===== config.mk =====
export PLATFORM = sky130hd
export DESIGN_NAME = fetch_unit_flat
export DESIGN_NICKNAME = d
export VERILOG_FILES = /design/src/rtl/fetch_if.sv /design/src/rtl/fetch_unit.sv /design/src/flat_wrapper.sv
export SDC_FILE = /design/constraint.sdc
export NUM_CORES = 1
export LEC_CHECK = 0
export CORE_ASPECT_RATIO = 0.8
export CORE_UTILIZATION = 50
export CTS_BUF_LIST = sky130_fd_sc_hd__clkbuf_8
export DETAILED_ROUTE_END_ITERATION = 16
export PLACE_DENSITY = 0.71
export SLEW_MARGIN = 20
export SYNTH_ARGS = -nofsm -noshare
export SYNTH_HDL_FRONTEND = slang
export SYNTH_SLANG_ARGS = --single-unit

===== constraint.sdc =====
create_clock -name clk -period 32.3 [get_ports clk]
set_clock_uncertainty 0.2 [all_clocks]
set_input_delay 4.845 -clock clk [delete_from_list [all_inputs] [get_ports clk]]
set_output_delay 4.845 -clock clk [all_outputs]
set_load 0.01 [all_outputs]

===== src/rtl/fetch_if.sv =====
// Fetch-stage bus bundle: redirect input, imem request/response and decode output.
// master = fetch unit side, slave = memory/decode/branch environment side.
interface fetch_if;
    logic        redirect_valid;
    logic [31:0] redirect_pc;
    logic        imem_req_valid;
    logic        imem_req_ready;
    logic [31:0] imem_req_addr;
    logic        imem_rsp_valid;
    logic [31:0] imem_rsp_data;
    logic        instr_valid;
    logic        instr_ready;
    logic [31:0] instr;
    logic [31:0] instr_pc;

    modport master (
        input  redirect_valid, redirect_pc, imem_req_ready, imem_rsp_valid,
               imem_rsp_data, instr_ready,
        output imem_req_valid, imem_req_addr, instr_valid, instr, instr_pc
    );

    modport slave (
        output redirect_valid, redirect_pc, imem_req_ready, imem_rsp_valid,
               imem_rsp_data, instr_ready,
        input  imem_req_valid, imem_req_addr, instr_valid, instr, instr_pc
    );
endinterface


===== src/rtl/fetch_unit.sv =====
// Instruction-fetch stage: credit-limited PC generator, in-order response capture into a
// DEPTH-entry fetch queue, and redirect flush with counted discard of stale responses.
module fetch_unit #(
    parameter logic [31:0] RESET_PC = 32'h0000_0000,
    parameter int unsigned DEPTH    = 4
) (
    input  logic    clk,
    input  logic    rst,
    fetch_if.master fetch_io
);
    localparam int unsigned AW = $clog2(DEPTH);
    localparam int unsigned CW = $clog2(DEPTH + 1);

    logic [31:0]   fpc_q;
    logic          rst_state_q;
    logic [CW-1:0] count_q;
    logic [CW-1:0] outstanding_q;
    logic [CW-1:0] drop_cnt_q;
    logic [AW-1:0] head_q, tail_q;
    logic [AW-1:0] ahead_q, atail_q;
    logic [31:0]   data_q [DEPTH];
    logic [31:0]   pc_q   [DEPTH];
    logic [31:0]   addr_q [DEPTH];

    logic credit_c, req_valid_c, req_fire_c, instr_valid_c, pop_c, rsp_keep_c;

    // Outstanding requests (stale ones included) reserve queue slots, so responses never overflow.
    always_comb begin
        credit_c      = ({1'b0, count_q} + {1'b0, outstanding_q}) < (CW + 1)'(DEPTH);
        req_valid_c   = !rst_state_q && !fetch_io.redirect_valid && credit_c;
        req_fire_c    = req_valid_c && fetch_io.imem_req_ready;
        instr_valid_c = (count_q != '0) && !fetch_io.redirect_valid;
        pop_c         = instr_valid_c && fetch_io.instr_ready;
        rsp_keep_c    = fetch_io.imem_rsp_valid && (drop_cnt_q == '0) && !fetch_io.redirect_valid;
    end

    assign fetch_io.imem_req_valid = req_valid_c;
    assign fetch_io.imem_req_addr  = fpc_q;
    assign fetch_io.instr_valid    = instr_valid_c;
    assign fetch_io.instr          = data_q[head_q];
    assign fetch_io.instr_pc       = pc_q[head_q];

    always_ff @(posedge clk or posedge rst) begin
        if (rst) begin
            fpc_q         <= RESET_PC;
            rst_state_q   <= 1'b1;
            count_q       <= '0;
            outstanding_q <= '0;
            drop_cnt_q    <= '0;
            head_q        <= '0;
            tail_q        <= '0;
            ahead_q       <= '0;
            atail_q       <= '0;
            for (int i = 0; i < int'(DEPTH); i++) begin
                data_q[i] <= '0;
                pc_q[i]   <= '0;
                addr_q[i] <= '0;
            end
        end else begin
            rst_state_q   <= 1'b0;
            outstanding_q <= outstanding_q + CW'(req_fire_c) - CW'(fetch_io.imem_rsp_valid);
            if (fetch_io.redirect_valid) begin
                // Everything still in flight, minus this cycle's response, is now stale.
                fpc_q      <= fetch_io.redirect_pc & 32'hFFFF_FFFC;
                drop_cnt_q <= outstanding_q - CW'(fetch_io.imem_rsp_valid);
                count_q    <= '0;
                head_q     <= '0;
                tail_q     <= '0;
                ahead_q    <= '0;
                atail_q    <= '0;
            end else begin
                if (req_fire_c) begin
                    fpc_q           <= fpc_q + 32'd4;
                    addr_q[atail_q] <= fpc_q;
                    atail_q         <= atail_q + AW'(1);
                end
                if (fetch_io.imem_rsp_valid && (drop_cnt_q != '0)) begin
                    drop_cnt_q <= drop_cnt_q - CW'(1);
                end
                if (rsp_keep_c) begin
                    data_q[tail_q] <= fetch_io.imem_rsp_data;
                    pc_q[tail_q]   <= addr_q[ahead_q];
                    tail_q         <= tail_q + AW'(1);
                    ahead_q        <= ahead_q + AW'(1);
                end
                if (pop_c) begin
                    head_q <= head_q + AW'(1);
                end
                count_q <= count_q + CW'(rsp_keep_c) - CW'(pop_c);
            end
        end
    end
endmodule


===== src/flat_wrapper.sv =====
// flat-port wrapper written by rule: the top's interface ports become plain ports
module fetch_unit_flat 
#(
    parameter logic [31:0] RESET_PC = 32'h0000_0000,
    parameter int unsigned DEPTH    = 4
)
  (clk, rst, fetch_io_redirect_valid, fetch_io_redirect_pc, fetch_io_imem_req_ready, fetch_io_imem_rsp_valid, fetch_io_imem_rsp_data, fetch_io_instr_ready, fetch_io_imem_req_valid, fetch_io_imem_req_addr, fetch_io_instr_valid, fetch_io_instr, fetch_io_instr_pc);
  fetch_if fetch_io_i ();
  input  logic clk;
  input  logic rst;
  input wire logic [$bits(fetch_io_i.redirect_valid)-1:0] fetch_io_redirect_valid;
  input wire logic [$bits(fetch_io_i.redirect_pc)-1:0] fetch_io_redirect_pc;
  input wire logic [$bits(fetch_io_i.imem_req_ready)-1:0] fetch_io_imem_req_ready;
  input wire logic [$bits(fetch_io_i.imem_rsp_valid)-1:0] fetch_io_imem_rsp_valid;
  input wire logic [$bits(fetch_io_i.imem_rsp_data)-1:0] fetch_io_imem_rsp_data;
  input wire logic [$bits(fetch_io_i.instr_ready)-1:0] fetch_io_instr_ready;
  output wire logic [$bits(fetch_io_i.imem_req_valid)-1:0] fetch_io_imem_req_valid;
  output wire logic [$bits(fetch_io_i.imem_req_addr)-1:0] fetch_io_imem_req_addr;
  output wire logic [$bits(fetch_io_i.instr_valid)-1:0] fetch_io_instr_valid;
  output wire logic [$bits(fetch_io_i.instr)-1:0] fetch_io_instr;
  output wire logic [$bits(fetch_io_i.instr_pc)-1:0] fetch_io_instr_pc;
  assign fetch_io_i.redirect_valid = fetch_io_redirect_valid;
  assign fetch_io_i.redirect_pc = fetch_io_redirect_pc;
  assign fetch_io_i.imem_req_ready = fetch_io_imem_req_ready;
  assign fetch_io_i.imem_rsp_valid = fetch_io_imem_rsp_valid;
  assign fetch_io_i.imem_rsp_data = fetch_io_imem_rsp_data;
  assign fetch_io_i.instr_ready = fetch_io_instr_ready;
  assign fetch_io_imem_req_valid = fetch_io_i.imem_req_valid;
  assign fetch_io_imem_req_addr = fetch_io_i.imem_req_addr;
  assign fetch_io_instr_valid = fetch_io_i.instr_valid;
  assign fetch_io_instr = fetch_io_i.instr;
  assign fetch_io_instr_pc = fetch_io_i.instr_pc;
  fetch_unit #(.RESET_PC(RESET_PC), .DEPTH(DEPTH)) u_core (.clk(clk), .rst(rst), .fetch_io(fetch_io_i));
endmodule

# Word level (Yosys, flattened, before mapping)
# Cells that the tools add are included.
# W data, S select, Z words.
# word_totals
regBits	434
input_bits	70
output_inout_bits	98
wordCells	95
# op_classes
addsub	12
magnitude_cmp	7
muxes	29
bitwise	5
n_reduce_logical	21
# ops
operator	n
$bwmux W128	3
$mux W32	10
$bmux W32 S2	3
$demux W32 S2	2
$add A32 B3 Y32 const B	1
$mux W2	8
$ge A3 B3 Y1 const B	4
$not A2 Y3	4
$logic_and A1 B1 Y1	10
$mux W3	3
$sub A3 B1 Y3	3
$add A2 B1 Y2 const B	4
$reduce_bool A2 Y1	4
$add A3 B1 Y3	2
$lt A3 B1 Y1 const B	2
$reduce_bool A3 Y1	2
$add A3 B3 Y4	1
$lt A4 B3 Y1 const B	1
$reduce_and A2 Y1	2
$logic_not A3 Y1	1
$sub A3 B1 Y3 const B	1
$logic_not A1 Y1	2
$not A1 Y1	1

# Longest topological paths before layout
# depth
word_depth	6
depth_mapped	11
depth_no_buf	10

# Worst setup path before layout
# OpenSTA, ideal clock, no wires.
# synth_path
path_kind	input to output
start	input fetch_io_redirect_valid
end	output fetch_io_instr_valid
t_arrival_ps	5554
t_required_ps	27255
path_slack_ps	21701
stages	4
n_path_buf	3
path_cell_list	buf_2 -> clkbuf_8 -> clkbuf_1 -> nor2_1
# synth_between
elab_chain_len	2
# synth_lines
element	line_no	text
from (decl)	flat_wrapper.sv:11	input wire logic [$bits(fetch_io_i.redirect_valid)-1:0] fetch_io_redirect_valid;
$logic_not A1 Y1	fetch_unit.sv:32	instr_valid_c = (count_q != '0) && !fetch_io.redirect_valid;
$logic_and A1 B1 Y1	fetch_unit.sv:32	
to (decl)	flat_wrapper.sv:19	output wire logic [$bits(fetch_io_i.instr_valid)-1:0] fetch_io_instr_valid;
# Every way passes these cells.

# Worst setup path in the final report
# layout_path
start	input fetch_io_redirect_valid
end	output fetch_io_imem_req_valid
# layout_between
elab_chain_len	3
# layout_lines
element	line_no	text
$logic_not A1 Y1	fetch_unit.sv:30	req_valid_c = !rst_state_q && !fetch_io.redirect_valid && credit_c;
$logic_and A1 B1 Y1 (2 in series)	fetch_unit.sv:30	
to (decl)	flat_wrapper.sv:17	output wire logic [$bits(fetch_io_i.imem_req_valid)-1:0] fetch_io_imem_req_valid;
# Every way passes these cells.

==> summary.txt <==
Global route
  • GRT Resource Usage Total: 0.222
  • Gr ovfl total: 0
  • First-pass GRT wire length: 66400 microns
  • Number of global-route vias before repair: 12000
  • Initial antenna violation count: 1
  • Largest net degree at the start of global routing: 145

STA
  • Slew @ Worst Pin: 931 ps
  • Rel. slew slack: 0.377
  • Tcrit/Tclk final: 0.351
  • Fin. Hold Viols: 0
  • Endpoints failing setup: 0
  • Setup TNS: 0 ps
  • Unrepaired setup endpoints after global routing: false
  • Max-slew violations: 0
  • Fmax: 0.0883 GHz
  • Final Critical Period: 11320 ps

Job
  • Max-Cap Viols: 0

Clock tree
  • # hold bufs at CTS: 0
  • Worst-skew pair later-pin latency: 600 ps
  • Post_cts resized: 0
  • TritonCTS clock tree: built
  • Cts bufs inserted: 69
  • CTS Sinks: 416
  • CTS H-Tree Depth: 3
  • Clock buffer depth: 3
  • Setup Buffers After CTS: 0
  • Reg clk slew, reported paths: 60 ps
  • Root Driver: clkbuf_8

Setup path
  • Maximum fanout along the worst path: 4
  • Worst Setup Path Type: input port to output pin
  • Crit. End Element: output pin
  • Setup crit start: fetch_io_redirect_valid
  • R2R depth: 6
  • Arr. time, crit path: 6280 ps
  • FF-to-FF Start: u_core.count_q[2]
  • WP data required: 27250 ps
  • Critical Path Start Type: input port

Drt
  • Met3 routed WL: 1710 microns
  • Vias: 11100
  • Pre-antenna DRT Iters: 6
  • Wire per inst: 21.0 microns
  • Wirelength, routed: 40900 microns
  • Initial DRC Count: 582
  • DRC: 0
  • Vias per inst: 5.71
  • M1 WL: 19500 microns
  • WL met2: 18900 microns
  • Antenna-violating nets left: 0
  • Max layer used: met4

Power and ir drop
  • NetSw: 0.488 mW
  • Flop pwr share: 0.436
  • Sw Ratio: 0.297
  • Comb power frac: 0.296
  • Leakage: 10.3 nW
  • Cell-internal power: 1.16 mW
  • Power Dens Cells: 74.5 nW/um^2
  • Clock network power share: 0.268
  • VDD IR max: 0.0000481 V

Final layout
  • Leading cell type in the layout, fill and taps excluded: dfrtp_1
  • Post-route cell area: 22100 sq um
  • NumNets Final: 1500
  • Most frequent cells in the layout: dfrtp_1, mux2_2, clkdlybuf4s50_1, mux4_2, clkbuf_8
  • Number of fill cells: 2901
  • Layout cell share with drive strength beyond 1: 0.392
  • P&R area growth vs syn: 17.2%

Floorplanning
  • Initial Utilization: 0.508
  • Core Box Area: 37100 sq um
  • Num ports: 168
  • Die Y: 176 microns
  • DIE WIDTH: 219 microns
  • Die ar.: 38500 sq um
  • Num rows: 63

Yosys
  • Top cell type's share of synthesized area: 0.551
  • Post-synth cell types: 56
  • Post-synth EDFFs: 0
  • Post-synth top flop: dfrtp_1
  • Synthesis-stage register bit count: 416
  • Post-synth ARST share: 1.00
  • Cell count after synthesis: 1249
  • Post-Syn Area: 18800 sq um
  • Top post-synthesis cells by area: dfrtp_1, mux2_2, mux4_2, buf_2, ha_1
  • Synth warn: 0
  • Post-Syn Area per Cell: 15.1 sq um
  • Seq/Total Area, Yosys: 0.553
  • Cell taking the most area after synthesis: dfrtp_1

Min path
  • HP Start: u_core.addr_q[70]
  • Hold depth: 2
  • Hold Crit Class: register to register

Placed design
  • GPL Wtd Cong: 0.759
  • PortBufs: 161
  • DP HPWL: 25300 microns
  • Area after DPL: 20700 sq um

Run status
  • Status: complete, no violations
[power by group through the flow]
stage                     sequential [mW]  clock (mW)  combinational [mW]
after floorplan                     0.689           0               0.326
after global placement              0.717           0               0.479
after detailed placement            0.725           0               0.492
after CTS                           0.717       0.455               0.493
after global routing                0.734       0.479               0.526
final                               0.717       0.442               0.487
[logic make-up after synthesis]
logic type	synth area share
other cells	0.000199
xor+xnor	0.00558
fa+ha+maj	0.0147
simple gates	0.0452
compound gates	0.0262
mux	0.325
flops	0.553
buf+inv	0.0306
[critical path, stage by stage]
cell	delay, ps
buf_2	170
nor4_4	380
and3_1	310
clkdlybuf4s50_1	560
[layout make-up]
type | count | area, sq um | share of cell area
clock inverters | 39 | 166 | 0.00754
multi-input cells | 725 | 7900 | 0.358
clock buffers | 84 | 1160 | 0.0523
diodes | 2 | 5.00 | 0.000227
well taps | 487 | 609 | 0.0276
flip-flops and latches | 416 | 10400 | 0.472
repair buffers | 174 | 1730 | 0.0782
inverters | 23 | 95.1 | 0.00431
[routing by layer]
layer  global-route usage  vias to the layer above
met3               0.0419                       53
li1                     -                     4940
met5                    0                        -
met2                0.345                      242
met1                0.319                     5901
met4               0.0674                        0
[per-stage QoR]
stage          std cells  worst slack (ps)  utilization  hold WS, ps  total power [mW]
3_5_place_dp        1824             21010        0.558          274              1.22
3_3_place_gp        1824             21040        0.558          257              1.20
4_1_cts             1947             21010        0.594          288              1.66
5_1_grt             1949             20940        0.595          306              1.74
2_1_floorplan       1253             15680            -          245              1.02
6_report            1950             20980        0.595          285              1.65
[path summary, 6_finish.rpt]
check / to / slack (ps)
max: fetch_io_imem_req_valid / 20980
min: u_core.addr_q[70] / 290
max reg2reg: u_core.addr_q[27] / 28470
min reg2reg: u_core.addr_q[70] / 290
max in group asynchronous: u_core.data_q[60] / 25740
min in group asynchronous: u_core.data_q[23] / 4460
[cells in the mapped netlist, drive strengths merged, types with 8 or more instances]
master	n
dfrtp	415
mux2	358
mux4	92
buf	66
nand2	57
o21ai	31
nor2	28
clkbuf	23
inv	22
nand3	20
ha	19
nand4	14
o211ai	10
a21oi	8
[sequential cells by signal, indices dropped and copies added, names as in the netlist]
| register | flops |
|---|---|
| u_core.data_q | 128 |
| u_core.addr_q | 120 |
| u_core.pc_q | 120 |
| u_core.fetch_io.imem_req_addr | 30 |
| u_core.count_q | 3 |
| u_core.drop_cnt_q | 3 |
| u_core.outstanding_q | 3 |
| u_core.ahead_q | 2 |
| u_core.atail_q | 2 |
| u_core.head_q | 2 |
| u_core.tail_q | 2 |
| u_core.rst_state_q | 1 |
(Power assumes the default switching activity.)
